==> src/rtl/bcd_cmd_gen_if.sv <==
// Button/command bundle between the board pushbuttons and the BCD counter.
// The master drives the raw buttons and observes the commands; the slave
// (bcd_cmd_gen) does the reverse.
interface bcd_cmd_gen_if;
  logic btn_up;
  logic btn_down;
  logic btn_set9;
  logic btn_set0;
  logic up;
  logic down;
  logic set9;
  logic set0;

  modport master (
    output btn_up, btn_down, btn_set9, btn_set0,
    input  up, down, set9, set0
  );

  modport slave (
    input  btn_up, btn_down, btn_set9, btn_set0,
    output up, down, set9, set0
  );
endinterface

==> src/rtl/bcd_cmd_gen.sv <==
// Turns four raw, bouncing pushbuttons into single-cycle, one-hot commands
// for the BCD counter. Each button is synchronized, then debounced; a
// three-state FSM fires one command per clean press, using the priority
// set0 > set9 > up > down.
// Bit order of every 4-bit vector below: [3]=set0 [2]=set9 [1]=down [0]=up.
module bcd_cmd_gen #(
  parameter int DB_CYCLES = 16,
  parameter int CNT_W     = 16
) (
  input logic         clk,
  input logic         rst_n,
  bcd_cmd_gen_if.slave bus
);

  localparam logic [CNT_W-1:0] CNT_LAST = CNT_W'(DB_CYCLES - 1);

  typedef enum logic [1:0] {
    S_IDLE,
    S_FIRE,
    S_HOLD
  } state_t;

  logic [3:0]       w_btn;
  logic [3:0]       r_s1;
  logic [3:0]       r_s2;
  logic [3:0]       r_stb;
  logic [CNT_W-1:0] r_cnt [4];

  state_t           r_state;
  state_t           w_state_nxt;
  logic [3:0]       r_cmd;
  logic [3:0]       w_cmd_nxt;
  logic [3:0]       r_held;
  logic [3:0]       w_held_nxt;
  logic [3:0]       w_pick;

  assign w_btn = {bus.btn_set0, bus.btn_set9, bus.btn_down, bus.btn_up};

  // Two-flop synchronizer for the asynchronous button levels.
  // NOTE: sequential state uses <= so every flop samples pre-edge values;
  // with = here r_s2 would pick up the new r_s1 and the second stage would vanish.
  always_ff @(posedge clk or negedge rst_n) begin
    if (!rst_n) begin
      r_s1 <= '0;
      r_s2 <= '0;
    end else begin
      r_s1 <= w_btn;
      r_s2 <= r_s1;
    end
  end

  // Per-button debounce: a level change must persist DB_CYCLES edges; any
  // bounce back to the stable level restarts the count.
  // NOTE: the counter array is reset element by element; it is a handful of
  // flops, not a RAM, and a press held through reset must restart from zero.
  always_ff @(posedge clk or negedge rst_n) begin
    if (!rst_n) begin
      r_stb <= '0;
      for (int i = 0; i < 4; i++) r_cnt[i] <= '0;
    end else begin
      for (int i = 0; i < 4; i++) begin
        if (r_s2[i] == r_stb[i]) begin
          r_cnt[i] <= '0;
        end else if (r_cnt[i] == CNT_LAST) begin
          r_stb[i] <= r_s2[i];
          r_cnt[i] <= '0;
        end else begin
          r_cnt[i] <= r_cnt[i] + CNT_W'(1);
        end
      end
    end
  end

  // Fixed-priority pick among debounced presses: set0 > set9 > up > down.
  always_comb begin
    if      (r_stb[3]) w_pick = 4'b1000;
    else if (r_stb[2]) w_pick = 4'b0100;
    else if (r_stb[0]) w_pick = 4'b0001;
    else if (r_stb[1]) w_pick = 4'b0010;
    else               w_pick = 4'b0000;
  end

  // Next-state and next-command logic. HOLD waits for the button that fired
  // to release; any other button still pressed then fires from IDLE.
  // NOTE: every output of this block gets a default first, so no path can
  // leave a value unassigned and infer a latch.
  always_comb begin
    w_state_nxt = r_state;
    w_cmd_nxt   = '0;
    w_held_nxt  = r_held;
    case (r_state)
      S_IDLE: begin
        if (|r_stb) begin
          w_state_nxt = S_FIRE;
          w_cmd_nxt   = w_pick;
          w_held_nxt  = w_pick;
        end
      end
      S_FIRE: w_state_nxt = S_HOLD;
      S_HOLD: begin
        if ((r_stb & r_held) == 4'b0000) w_state_nxt = S_IDLE;
      end
      default: w_state_nxt = S_IDLE;
    endcase
  end

  // State, registered command outputs and the record of which button fired.
  always_ff @(posedge clk or negedge rst_n) begin
    if (!rst_n) begin
      r_state <= S_IDLE;
      r_cmd   <= '0;
      r_held  <= '0;
    end else begin
      r_state <= w_state_nxt;
      r_cmd   <= w_cmd_nxt;
      r_held  <= w_held_nxt;
    end
  end

  assign bus.up   = r_cmd[0];
  assign bus.down = r_cmd[1];
  assign bus.set9 = r_cmd[2];
  assign bus.set0 = r_cmd[3];

endmodule
==> src/flat_wrapper.sv <==
// flat-port wrapper written by rule: the top's interface ports become plain ports
module bcd_cmd_gen_flat 
#(
  parameter int DB_CYCLES = 16,
  parameter int CNT_W     = 16
)
  (clk, rst_n, bus_btn_up, bus_btn_down, bus_btn_set9, bus_btn_set0, bus_up, bus_down, bus_set9, bus_set0);
  bcd_cmd_gen_if bus_i ();
  input logic clk;
  input logic rst_n;
  input wire logic [$bits(bus_i.btn_up)-1:0] bus_btn_up;
  input wire logic [$bits(bus_i.btn_down)-1:0] bus_btn_down;
  input wire logic [$bits(bus_i.btn_set9)-1:0] bus_btn_set9;
  input wire logic [$bits(bus_i.btn_set0)-1:0] bus_btn_set0;
  output wire logic [$bits(bus_i.up)-1:0] bus_up;
  output wire logic [$bits(bus_i.down)-1:0] bus_down;
  output wire logic [$bits(bus_i.set9)-1:0] bus_set9;
  output wire logic [$bits(bus_i.set0)-1:0] bus_set0;
  assign bus_i.btn_up = bus_btn_up;
  assign bus_i.btn_down = bus_btn_down;
  assign bus_i.btn_set9 = bus_btn_set9;
  assign bus_i.btn_set0 = bus_btn_set0;
  assign bus_up = bus_i.up;
  assign bus_down = bus_i.down;
  assign bus_set9 = bus_i.set9;
  assign bus_set0 = bus_i.set0;
  bcd_cmd_gen #(.DB_CYCLES(DB_CYCLES), .CNT_W(CNT_W)) u_core (.clk(clk), .rst_n(rst_n), .bus(bus_i));
endmodule
==> config.mk <==
export PLATFORM = sky130hd
export DESIGN_NAME = bcd_cmd_gen_flat
export DESIGN_NICKNAME = d
export VERILOG_FILES = /design/src/rtl/bcd_cmd_gen_if.sv /design/src/rtl/bcd_cmd_gen.sv /design/src/flat_wrapper.sv
export SDC_FILE = /design/constraint.sdc
export NUM_CORES = 1
export LEC_CHECK = 0
export ABC_AREA = 1
export BUFFER_PORTS_ARGS = -buffer_cell sky130_fd_sc_hd__buf_2
export CAP_MARGIN = 0
export CORE_MARGIN = 2
export CORE_UTILIZATION = 40
export CTS_BUF_LIST = sky130_fd_sc_hd__clkbuf_16
export CTS_CLUSTER_SIZE = 16
export DETAILED_ROUTE_END_ITERATION = 6
export PLACE_DENSITY = 0.63
export SKIP_LAST_GASP = 1
export SLEW_MARGIN = 30
export SYNTH_ARGS = -nofsm -noshare
export SYNTH_HDL_FRONTEND = slang
export SYNTH_SLANG_ARGS = --single-unit
==> constraint.sdc <==
create_clock -name clk -period 1.67 [get_ports clk]
set_clock_uncertainty 0.15 [all_clocks]
set_input_delay 0 -clock clk [delete_from_list [all_inputs] [get_ports clk]]
set_output_delay 0 -clock clk [all_outputs]
set_load 0.005 [all_outputs]
==> impl_metrics.env <==
export IMPL_core_area_um2=10840
export IMPL_avgSynthCellArea_um2=7.653
export IMPL_cts_inserted_buffers=9
export IMPL_netlist_instances=583
export IMPL_clk_pin_slew_worst_paths_ns=0.07
export IMPL_layout_common_cells="159 x nand2_1, 133 x nor2_1, 84 x dfrtp_1"
export IMPL_hpwl_um=6308
export IMPL_drtAntennaViolNets=0
export IMPL_grt_pass1_vias=3581
export IMPL_finalPower_w=0.004252
export IMPL_drtIter0Drc=130
export IMPL_crit_path_start_kind="flip-flop"
export IMPL_grt_start_max_net_pins=48
export IMPL_vdd_drop_max_uv=342.9
export IMPL_slew_limit_headroom_pct=51.55
export IMPL_htree_levels=3
export IMPL_grt_setup_unrepaired="false"
export IMPL_gp_congestion=0.8822
export IMPL_drc=0
export IMPL_area_delta_synth_final_pct=12.98
export IMPL_start_util_pct=41.16
export IMPL_grt_antenna_before_repair=0
export IMPL_die_y_um=109.6
export IMPL_worstSetupPathType="flip-flop to flip-flop"
export IMPL_outcome="completed"
export IMPL_fill_cells=1057
export IMPL_die_area_um2=12020
export IMPL_yosysWarnings=0
export IMPL_totalWireLength_um=8926
export IMPL_grt_pass1_wl_um=16000
export IMPL_drive_gt1_share_pct=10.49
export IMPL_wl_per_cell_um=11.90
export IMPL_hold_ws_ns=0.05225
export IMPL_cts_sinks=86
export IMPL_cp_top_family="simple AND/OR/NAND/NOR gates"
export IMPL_die_w_um=109.6
export IMPL_design_final_nets=617
export IMPL_cts_root_buf="clkbuf_16"
export IMPL_r2r_slack_ns=0.16
export IMPL_num_antenna_cells=0
export IMPL_cp_max_fo=5
export IMPL_overflow=0
export IMPL_crit_chain="ha_1, nand3_1, nor2_1, nand2_1, nand2_1, nor2_1"
export IMPL_final_setup_tns_ns=0
export IMPL_cellPowerDensity_nw_per_um2=843.5
export IMPL_final_common_cell="nand2_1"
export IMPL_endpoint_kind="flip-flop"
export IMPL_crit_path_top_delay_cell="dfrtp_1"
export IMPL_drv_slew=0
export IMPL_syn_area_um2=4462
export IMPL_clockBufferDepth=2
export IMPL_placed_cells=730
export IMPL_hold_class="input pin to asynchronous set/reset pin"
export IMPL_fin_cells=750
export IMPL_finalSetupViolations=0
export IMPL_synth_cell_type_count=26
export IMPL_max_freq_ghz=0.6611
export IMPL_finalCriticalPeriod_ns=1.513
export IMPL_finalHoldViolCount=0
export IMPL_vias=3739
export IMPL_via_per_inst=4.985
export IMPL_io_buffers=9
export IMPL_arrival_ns=1.59
export IMPL_synth_fp_nets=593
export IMPL_yosysSeqAreaShare_pct=48.23
export IMPL_rows=38
export IMPL_critical_path_required_ns=1.74
export IMPL_cts_tree="built"
export IMPL_worstMarginPinSlew_ns=0.7244
export IMPL_max_stage_delay_ns=0.41
export IMPL_path_buf_inv=0
export IMPL_cellLeakagePower_nw=2.229
export IMPL_clkLatencyLatePin_ns=0.34
export IMPL_final_util_pct=46.50
export IMPL_top_level_ports=10
export IMPL_ys_seq_elements=86
export IMPL_fin_crit_sh_pct=90.58
export IMPL_cap_violations=0
export IMPL_firstDrtPassIters=4
export IMPL_grt_usage_pct=16.98
[per-layer routing]
| metal | wire length, µm | part of all wire, % | global-route usage (%) |
|---|---|---|---|
| met1 | 4320 | 48 | 23.03 |
| met2 | 4076 | 46 | 26.41 |
| met3 | 296 | 3.3 | 2.371 |
| met4 | 233 | 2.6 | 8.861 |
| met5 | 0 | 0 | 0 |
[through the flow]
| stage | cell area (µm²) | setup slack, ns |
|---|---|---|
| after floorplan | 4462 | 0.2810 |
| after CTS | 5019 | 0.08477 |
| after global routing | 5041 | 0.03057 |
| after detailed placement | 4681 | 0.1289 |
| after global placement | 4681 | 0.1675 |
| final | 5041 | 0.1573 |
[cells by family (layout without fill, tap and decap cells)]
logic type                 after synthesis  after routing  synth area share (%)
xor gates and xnor gates                19             19                 3.730
buffers and inverters                   66             93                 5.917
AOI/OAI and AO/OA                       25             25                 3.253
adders and majority gates                4              4                 1.122
DFF                                     86             86                 48.23
and+or+nand+nor                        383            383                 37.75
[path summary, 6_finish.rpt]
path / from / to / depth (start not counted)
min: rst_n / u_core.r_cnt[8] / 3
max: u_core.r_cnt[16] / u_core.r_cnt[16] / 6
min in group clk: bus_btn_set9 / u_core.r_s1[2] / 2
max in group asynchronous: rst_n / u_core.r_cnt[52] / 3
min reg2reg: u_core.r_s1[1] / u_core.r_s2[1] / 0
max reg2reg: u_core.r_cnt[16] / u_core.r_cnt[16] / 6
[synth_stat cells (all sizes together)]
| master | n | share of area [%] |
|---|---|---|
| a21oi | 5 | 0.56 |
| buf | 4 | 0.70 |
| dfrtp | 86 | 48 |
| ha | 4 | 1.1 |
| inv | 62 | 5.2 |
| nand2 | 164 | 14 |
| nand3 | 32 | 3.9 |
| nand4 | 27 | 3.8 |
| nor2 | 150 | 14 |
| nor3 | 2 | 0.34 |
| nor3b | 7 | 1.6 |
| o21ai | 12 | 1.3 |
| o21bai | 8 | 1.3 |
| or2 | 1 | 0.14 |
| xnor2 | 5 | 0.98 |
| xor2 | 14 | 2.7 |
[flip-flops by register name, summed over array words and instances, names as in the netlist]
signal	cells
u_core.r_cnt	64
u_core.r_s2	4
u_core.r_s1	4
u_core.r_stb	4
u_core.r_state	2
u_core.r_held	4
u_core.r_cmd	4
[where the power goes]
group / internal (W) / total, W / switching, W
registers: 0.00212 / 0.00215 / 0.0000335
clock network: 0.00113 / 0.00195 / 0.000813
logic: 0.0000495 / 0.000151 / 0.000102
total: 0.00330 / 0.00425 / 0.000948
[cell type report]
cell class	count	area [µm²]	area share [%]
Multi-Input combinational cell	431	2066	40.98
Timing Repair Buffer	17	135.1	2.681
Sequential cell	86	2155	42.74
Tap cell	140	175.2	3.475
Clock buffer	9	225.2	4.468
Clock inverter	5	52.55	1.042
Inverter	62	232.7	4.617
[repair_timing]
action / 4_1_cts / 5_1_grt
gates resized for setup: 0 / 9
endpoints found under the hold margin: 90 / 0
setup endpoints to repair: 0 / 18
hold buffers: 6 / 0
buffers inserted: 0 / 0
[tightest hold or removal path, cell delays in order]
cell           delay, ns
dlygate4sd3_1       0.53
buf_4               0.15
buf_12              0.24
Note: power is estimated with default switching activity, not from simulation.
